--- src/rtl/coor_raster_counter.sv ---
// coor_raster_counter: row/col raster position counter with clear, enable, col wrap and last-position flag
module coor_raster_counter #(
    parameter int ROW = 4,
    parameter int COL = 6,
    parameter int W   = 3
) (
    input  logic         clk,
    input  logic         rst,
    input  logic         clr,
    input  logic         en,
    output logic [W-1:0] row,
    output logic [W-1:0] col,
    output logic         is_last
);
    localparam logic [W-1:0] ROW_MAX = W'(ROW - 1);
    localparam logic [W-1:0] COL_MAX = W'(COL - 1);

    assign is_last = (row == ROW_MAX) && (col == COL_MAX);

    // Step col each enabled cycle; wrap col into the next row, and wrap the whole frame after the last position
    always_ff @(posedge clk or posedge rst)
        if (rst) begin
            row <= '0;
            col <= '0;
        end else if (clr) begin
            row <= '0;
            col <= '0;
        end else if (en) begin
            col <= (col == COL_MAX) ? '0 : col + W'(1);
            row <= (col != COL_MAX) ? row : (is_last ? '0 : row + W'(1));
        end
endmodule

--- config.mk ---
export PLATFORM = sky130hd
export DESIGN_NAME = coor_raster_counter
export DESIGN_NICKNAME = d
export VERILOG_FILES = /design/src/rtl/coor_raster_counter.sv
export SDC_FILE = /design/constraint.sdc
export NUM_CORES = 1
export LEC_CHECK = 0
export ABC_AREA = 1
export CAP_MARGIN = 20
export CORE_AREA = 8 8 45 47
export CTS_BUF_LIST = sky130_fd_sc_hd__clkbuf_4 sky130_fd_sc_hd__clkbuf_8
export CTS_CLUSTER_SIZE = 25
export DETAILED_ROUTE_END_ITERATION = 10
export DIE_AREA = 0 0 53 55
export GPL_ROUTABILITY_DRIVEN = 0
export GPL_TIMING_DRIVEN = 0
export PLACE_DENSITY_LB_ADDON = 0.08
export SLEW_MARGIN = 0
export SYNTH_ARGS = -nofsm -noshare
export SYNTH_HDL_FRONTEND = slang
export SYNTH_SLANG_ARGS = --single-unit
export TNS_END_PERCENT = 5
--- constraint.sdc ---
create_clock -name clk -period 1.2 [get_ports clk]
set_input_delay 0.24 -clock clk [delete_from_list [all_inputs] [get_ports clk]]
set_output_delay 0.24 -clock clk [all_outputs]
set_load 0.005 [all_outputs]
Word-level counts from Yosys, hierarchy flattened. Cells that the tools add are included.

Muxes and demuxes: 7. Reduce and logical (&&, ||, !) cells: 3. Equality and inequality tests: 4. Add/subtract/negate cells: 2.

Operators by type and width (count): $mux 3 (7); $add 3x1->3 const B (2); $eq 3x2->1 const B (1); $eq 3x3->1 const B (1); $ne 3x3->1 const B (1); $ne 2x2->1 const B (1); $reduce_and 2->1 (1); $reduce_bool 2->1 (1); $logic_and 1x1->1 (1).

Output and inout bits: 7. Bits of input ports: 4. Register bits after elaboration: 6.

Logic depth before layout (Yosys ltp). Gate-level depths: netlist of the first run.

Word-level depth: 6. Depth in mapped cells: 8. Mapped depth without buffers: 8.

Worst setup path before layout of the first run. Ideal clock, no wire load.

Kind: flip-flop to flip-flop. Start point: reg row[0]. End point: reg row[2]. Cell stages (with the launch flop): 7. Data required time: 1.084 ns. Data arrival time: 0.927 ns. Path slack: 0.157 ns. Path buffers: 0. Library setup time: 0.116 ns. Path through: dfrtp_1 > ha_1 > nand2_1 > nor2_2 > nor2_1 > nand2_1 > nand2_1.

Longest elaborated chain between the ends: 6. Elaborated cells on any way between the ends: 7. Classes of those cells: add/sub: 1; eq/ne: 1; mux: 4; reduce/logical: 1.

RTL lines: start, declared (line 11) `output logic [W-1:0] row,`; start signal, assigned (line 30) `row <= (col != COL_MAX) ? row : (is_last ? '0 : row + W'(1));`; $eq 3x2->1 (line 18) `assign is_last = (row == ROW_MAX) && (col == COL_MAX);`; $logic_and 1x1->1 (line 18); net is_last (line 13) `output logic is_last`; $mux 3 (2 in a row) (line 30); $mux 3 (line 28) `end else if (en) begin`; $mux 3 (line 25) `end else if (clr) begin`.

The timed path passes the listed nets, and every way through them passes these cells. The select of a mux whose other input is x is not followed. A chain may end at the register's enable or synchronous reset.

Final worst setup path of the first run.
Start point: reg row[0]. End point: out is_last.

Longest elaborated chain between the ends: 2.

RTL lines (line): $eq 3x2->1 (18); $logic_and 1x1->1 (18); end, declared (13).

No other way between the ends.

==> impl_metrics.ini, run 1 <==
[status]
violations = negative setup slack
status = complete, but fails checks

[logic_synthesis]
synth-seq-area-share_pct = 44.1
synth_cells = 47
synth_top_cell_area_share_pct = 44.1
synth_nets = 52
synth_area_sq_um = 340
synth-warning-count = 0
synth.avg_cell_area_sq_um = 7.24
ys_ff_latch = 6
yosys-top-cells-area = dfrtp_1 (44%), nand2_1 (20%), inv_1 (7.7%), ha_1 (3.7%), nor2_1 (3.3%)
yosysTopAreaCell = dfrtp_1
synthDistinctLibCells = 15

[drt]
routed.top_layer = met4
drt_iter0_drc = 1
viasPerCell = 4.35
drc = 0
met2_wirelength_microns = 398
routed_wl_microns = 896
drt-wirelength-per-cell_microns = 10.9
wl_met1_microns = 419
num_vias = 357
ant_nets = 0
wl_met3_microns = 58
dr.pass1.iters = 2

[layout]
nNetsFinal = 73
multi_input_area_sq_um = 170
antenna_cells = 0
n_fill_cell = 156
seq_area_sq_um = 150
layout-drive-gt1-share_pct = 31.8
areaGrowthSynthToFinish_pct = 54.0

[job]
cap_violations = 0

[placement]
port_buffers = 10
dp_hpwl_microns = 641

[sta]
skew_ns = 0.00875
rsz0062_at_grt = true
slew_viol_final = 0
relSlewSlack_pct = 84.2
timing.fmax_mhz = 778
setup_viol = 2
hold_viol = 0
fin_crit_ns = 1.29
worst_pin_slew_ns = 0.237
setup_tns_ns = -0.161
hold_ws_ns = 0.208
finalCritPeriodShare_pct = 107
final.setup.worst_slack_ns = -0.0857

[global_routing]
grt_max_degree = 8
grt_remaining_overflow = 0
antenna_found_initial = 0
first_global_vias = 356
grtUsageTotal_pct = 6.96
grt_pass1_wl_mm = 1.45

[worst_setup_path]
crit_fanout = 2
worst_setup_path_start_kind = flop
cp.required_ns = 0.96
worstSetupPathType = reg2out
worst_setup_path_end_kind = output pin
critPathArrivalTime_ns = 1.05

[clock_network]
cts_buffers = 3
cts_hold_buf = 0
htreeDepth = 1
clk_pin_slew_worst_paths_ns = 0.05
cts-root-buf = clkbuf_4
worstSkewPairLatency_ns = 0.25
cts_tree = done
clockBufferDepth = 2
clock_sinks = 6

[die]
die_h_microns = 55
die_x_microns = 53
io_pins = 11
initial_core_util_pct = 24.6
core_sq_um = 1380
num_rows = 14
die_area_sq_um = 2920

[power]
power.leakage_nw = 0.287
powerDensity_nw_per_um2 = 1090
peakVddDrop_mv = 0.474

[min_path]
hp-class = in2async
-- per-stage QoR --
step                      instances  utilization [%]  setup WS, ns  instance area, sq um  total power (W)
final                            82             37.9       -0.0857                   524         0.000572
after global routing             82             37.9        -0.160                   524         0.000619
after CTS                        82             38.2        -0.105                   528         0.000591
after detailed placement         73             33.3        -0.402                   460         0.000377
after global placement           73             33.3        -0.404                   460         0.000378
after floorplan                  47                -         0.157                   340         0.000309
-- cell usage after synthesis --
| cell | n |
|---|---|
| dfrtp_1 | 6 |
| nand3_2 | 1 |
| o22ai_1 | 1 |
| or2_2 | 1 |
| inv_2 | 1 |
| nand3_1 | 2 |
| nor2_1 | 3 |
| o21ai_0 | 2 |
| inv_1 | 7 |
| nand4_1 | 1 |
| nand2_1 | 18 |
| nand2_2 | 1 |
| nor2_2 | 1 |
| ha_1 | 1 |
| o211ai_1 | 1 |
-- cell type report --
type                       count  share of cell area (%)
sequential                     6                    28.6
timing repair buffer          16                    25.1
inverter                       8                    5.73
clock buffer                   3                    4.30
multi-input combinational     33                    32.5
tap                           16                    3.82
-- routing by layer --
metal  track usage [%]  vias up
li1                  -      187
met1              6.88      155
met2              11.1       11
met3              2.67        4
met4              6.47        0
met5                 0        -
-- final timing paths --
| path | startpoint | end | slack, ns | depth (start not counted) |
|---|---|---|---|---|
| worst min-delay path | rst | col[0] | 0.21 | 2 |
| worst min register to register | row[2] | row[2] | 0.53 | 2 |
| min in group clk | row[2] | row[2] | 0.53 | 2 |
| worst max-delay path | row[0] | is_last | -0.09 | 4 |
| max in group asynchronous | rst | col[2] | 0.79 | 2 |
| worst max register to register | row[0] | row[0] | 0.09 | 7 |
-- flip-flops by register name, indices dropped and copies added, names as in the netlist --
name / count
col: 3
row: 3
-- cell families (layout without fill, tap and decap cells) --
family	count (synthesis)	after routing	synth area share (%)
fa+ha+maj	1	1	3.68
simple gates	28	28	36.4
flops	6	6	44.1
buf+inv	8	27	8.82
compound gates	4	4	6.99
-- cells in the final DEF (no fill, tap or decap), drive strengths merged --
cell type / count
clkbuf: 5
o21ai: 2
nand3: 3
nand4: 1
dfrtp: 6
nor2: 4
buf: 7
clkdlybuf4s50: 3
ha: 1
o211ai: 1
inv: 8
or2: 1
nand2: 19
o22ai: 1
dlygate4sd2: 4
-- repair_timing --
action,4_1_cts,5_1_grt
endpoints found under the setup margin,7,7
pin swaps,3,1
cloned,0,0
gates resized for setup,16,4
endpoints found under the hold margin,0,0
setup buffers,6,0
-- worst max-delay path: stages (launching register included) --
cell and delay [ns]:
dfrtp_1 0.35, ha_2 0.19, nand2_2 0.07, nor2_4 0.10
buf_6 0.10
-- power by group --
part	switching, W	total (W)	internal, W
Combinational	0.0000730	0.000148	0.0000747
Clock	0.0000730	0.000186	0.000113
Sequential	0.0000153	0.000239	0.000223
Total	0.000161	0.000572	0.000411
(Power assumes the default switching activity.)
==> run 2, diff against run 1 <==
Settings changed: ABC_AREA 1 to default.
==> impl_metrics.ini, run 2 <==
[worst_setup_path]
worstSetupPathType = reg2out
r2r_setup_slack_ns = -0.04
worst_setup_path_end_kind = output pin
r2r_cells = 7
slowest_stage = dfrtp_1
cp.required_ns = 0.96
crit_family = flip-flops
r2r_end = row[0]
crit_fanout = 2
path_buf_inv = 1
critPathArrivalTime_ns = 1.07
slowest_delay_ns = 0.38
reg2reg_from = row[0]
path_cells = ha_2 > nand2b_1 > nor2_1 > buf_2
worst_setup_path_start_kind = flop

[status]
violations = negative setup slack
status = complete, but fails checks

[logic_synthesis]
ys_ff_latch = 6
synth_nets = 35
synth_flop_cell = dfrtp_1
synth.avg_cell_area_sq_um = 9.84
synth_area_sq_um = 295
synth_edf_count = 0
synth-seq-area-share_pct = 50.8
synth-warning-count = 0
yosys-top-cells-count = dfrtp_1 (6), a21oi_1 (4), nand2_1 (4), nor2_1 (4)
synth_top_cell_area_share_pct = 50.8
yosysTopAreaCell = dfrtp_1
yosys-top-cells-area = dfrtp_1 (51%), a21oi_1 (6.8%), nand4b_1 (5.9%), nand2_1 (5.1%), nand3b_1 (5.1%)
synth_most_common_cell = dfrtp_1
async_flop_share_pct = 100
synth_cells = 30
synthDistinctLibCells = 13

[sta]
skew_ns = 0.00129
finalCritPeriodShare_pct = 109
relSlewSlack_pct = 80.8
final.setup.worst_slack_ns = -0.109
slew_viol_final = 0
timing.fmax_mhz = 764
setup_viol = 2
setup_tns_ns = -0.145
hold_viol = 0
worst_pin_slew_ns = 0.288
fin_crit_ns = 1.31
rsz0062_at_grt = true

[power]
p_int_w = 0.000362
pwr-share-clk_pct = 40.0
pwr-share-comb_pct = 14.2
power.total_w = 0.000473
peakVddDrop_mv = 0.363
power.leakage_nw = 0.247
switching_share_pct = 23.5
power.switching_w = 0.000111
powerDensity_nw_per_um2 = 926
pwr-share-seq_pct = 45.8

[drt]
ant_nets = 0
dr.pass1.iters = 3
drt-wirelength-per-cell_microns = 12.7
num_vias = 309
drt_iter0_drc = 5
routed_wl_microns = 866
viasPerCell = 4.54
drc = 0

[global_routing]
grtUsageTotal_pct = 6.92
first_global_vias = 329
antenna_found_initial = 0
grt_pass1_wl_mm = 1.37
grt_max_degree = 7
grt_remaining_overflow = 0

[clock_network]
worstSkewPairLatency_ns = 0.25
cts_tree = done
clockBufferDepth = 2
clock_sinks = 6
cts_buffers = 3
clk_pin_slew_worst_paths_ns = 0.04
cts-root-buf = clkbuf_4
htreeDepth = 1

[layout]
final_common_cell = buf_4
layout.cells.non_filler = 68
final_cell_mix = buf_4 (7), dfrtp_1 (5), nand2_1 (4), nor2_1 (4)
areaGrowthSynthToFinish_pct = 72.9
top_regs = col (3), row (3)
layout-drive-gt1-share_pct = 38.5
design_area_sq_um = 510
final_util_pct = 36.9
n_fill_cell = 156
antenna_cells = 0
nNetsFinal = 59

[die]
io_pins = 11
die_area_sq_um = 2920
initial_core_util_pct = 21.3
die_x_microns = 53
die_h_microns = 55
core_sq_um = 1380
num_rows = 14

[job]
cap_violations = 0

[placement]
dp_cells = 56
port_buffers = 10
post_dp_cell_area_sq_um = 415

[min_path]
hp-class = in2async
==> run 2: cell families (layout without fill, tap and decap cells) <==
family / Yosys count / in the layout / synth area share (%)
multiplexers: 1 / 1 / 3.39
flip-flops: 6 / 6 / 50.8
adder cells (fa/ha/maj): 1 / 1 / 4.24
buffers and inverters: 1 / 23 / 1.27
AND/OR/NAND/NOR: 16 / 16 / 30.5
AO/OA/AOI/OAI: 4 / 4 / 6.78
XOR/XNOR: 1 / 1 / 2.97
==> run 2: area by class of cell <==
class / instances / area, sq um / share of cell area, %
clock buffer: 3 / 22.5 / 4.41
inverter: 1 / 3.75 / 0.735
multi-input combinational: 23 / 156 / 30.6
sequential: 6 / 151 / 29.7
tap: 16 / 20.0 / 3.92
timing repair buffer: 19 / 156 / 30.6
==> run 2: power groups by stage <==
stage / Clock [W] / Combinational [W] / Sequential, W
finish: 0.000189 / 0.0000673 / 0.000216
global route: 0.000212 / 0.0000727 / 0.000217
CTS: 0.000197 / 0.0000658 / 0.000216
detailed placement: 0 / 0.0000507 / 0.000224
global placement: 0 / 0.0000497 / 0.000224
floorplan: 0 / 0.0000191 / 0.000222
==> run 2: per-layer routing <==
metal | wire [microns] | track usage (%) | part of all wire, % | up-vias
met5 | 0 | 0 | 0 | -
met4 | 25 | 6.47 | 2.9 | 0
met3 | 92 | 4.28 | 11 | 4
met2 | 381 | 11.5 | 44 | 11
met1 | 367 | 5.54 | 42 | 140
li1 | - | - | - | 154
==> run 2: worst reg2reg max path: stages, from the launching register on <==
cell      delay [ns]
dfrtp_1         0.38
ha_2            0.20
nand2b_1        0.08
buf_4           0.11
buf_6           0.08
buf_6           0.08
nand3b_1        0.09
a21oi_2         0.14
==> run 2: worst max path at each step <==
stage          depth (start not counted)  startpoint  slack (ns)      end
2_1_floorplan                          3      row[0]        0.21  is_last
3_3_place_gp                           4      row[0]       -0.29  is_last
3_5_place_dp                           4      row[0]       -0.29  is_last
4_1_cts                                8      row[1]       -0.15   row[0]
5_1_grt                                4      row[0]       -0.20  is_last
6_report                               4      row[0]       -0.11  is_last
==> run 2: timing repair <==
item                       in CTS  in global routing
setup endpoints to repair       7                  6
pin swaps                       2                  5
gates cloned                    0                  0
gates resized for setup        12                 10
buffers inserted               10                  0
hold buffers                    0                  0
==> run 2: stage by stage <==
| stage | hold slack (ns) | setup WS, ns |
|---|---|---|
| floorplan | 0.0310 | 0.208 |
| global placement | 0.476 | -0.289 |
| detailed placement | 0.480 | -0.294 |
| CTS | 0.213 | -0.150 |
| global route | 0.234 | -0.196 |
| finish | 0.212 | -0.109 |
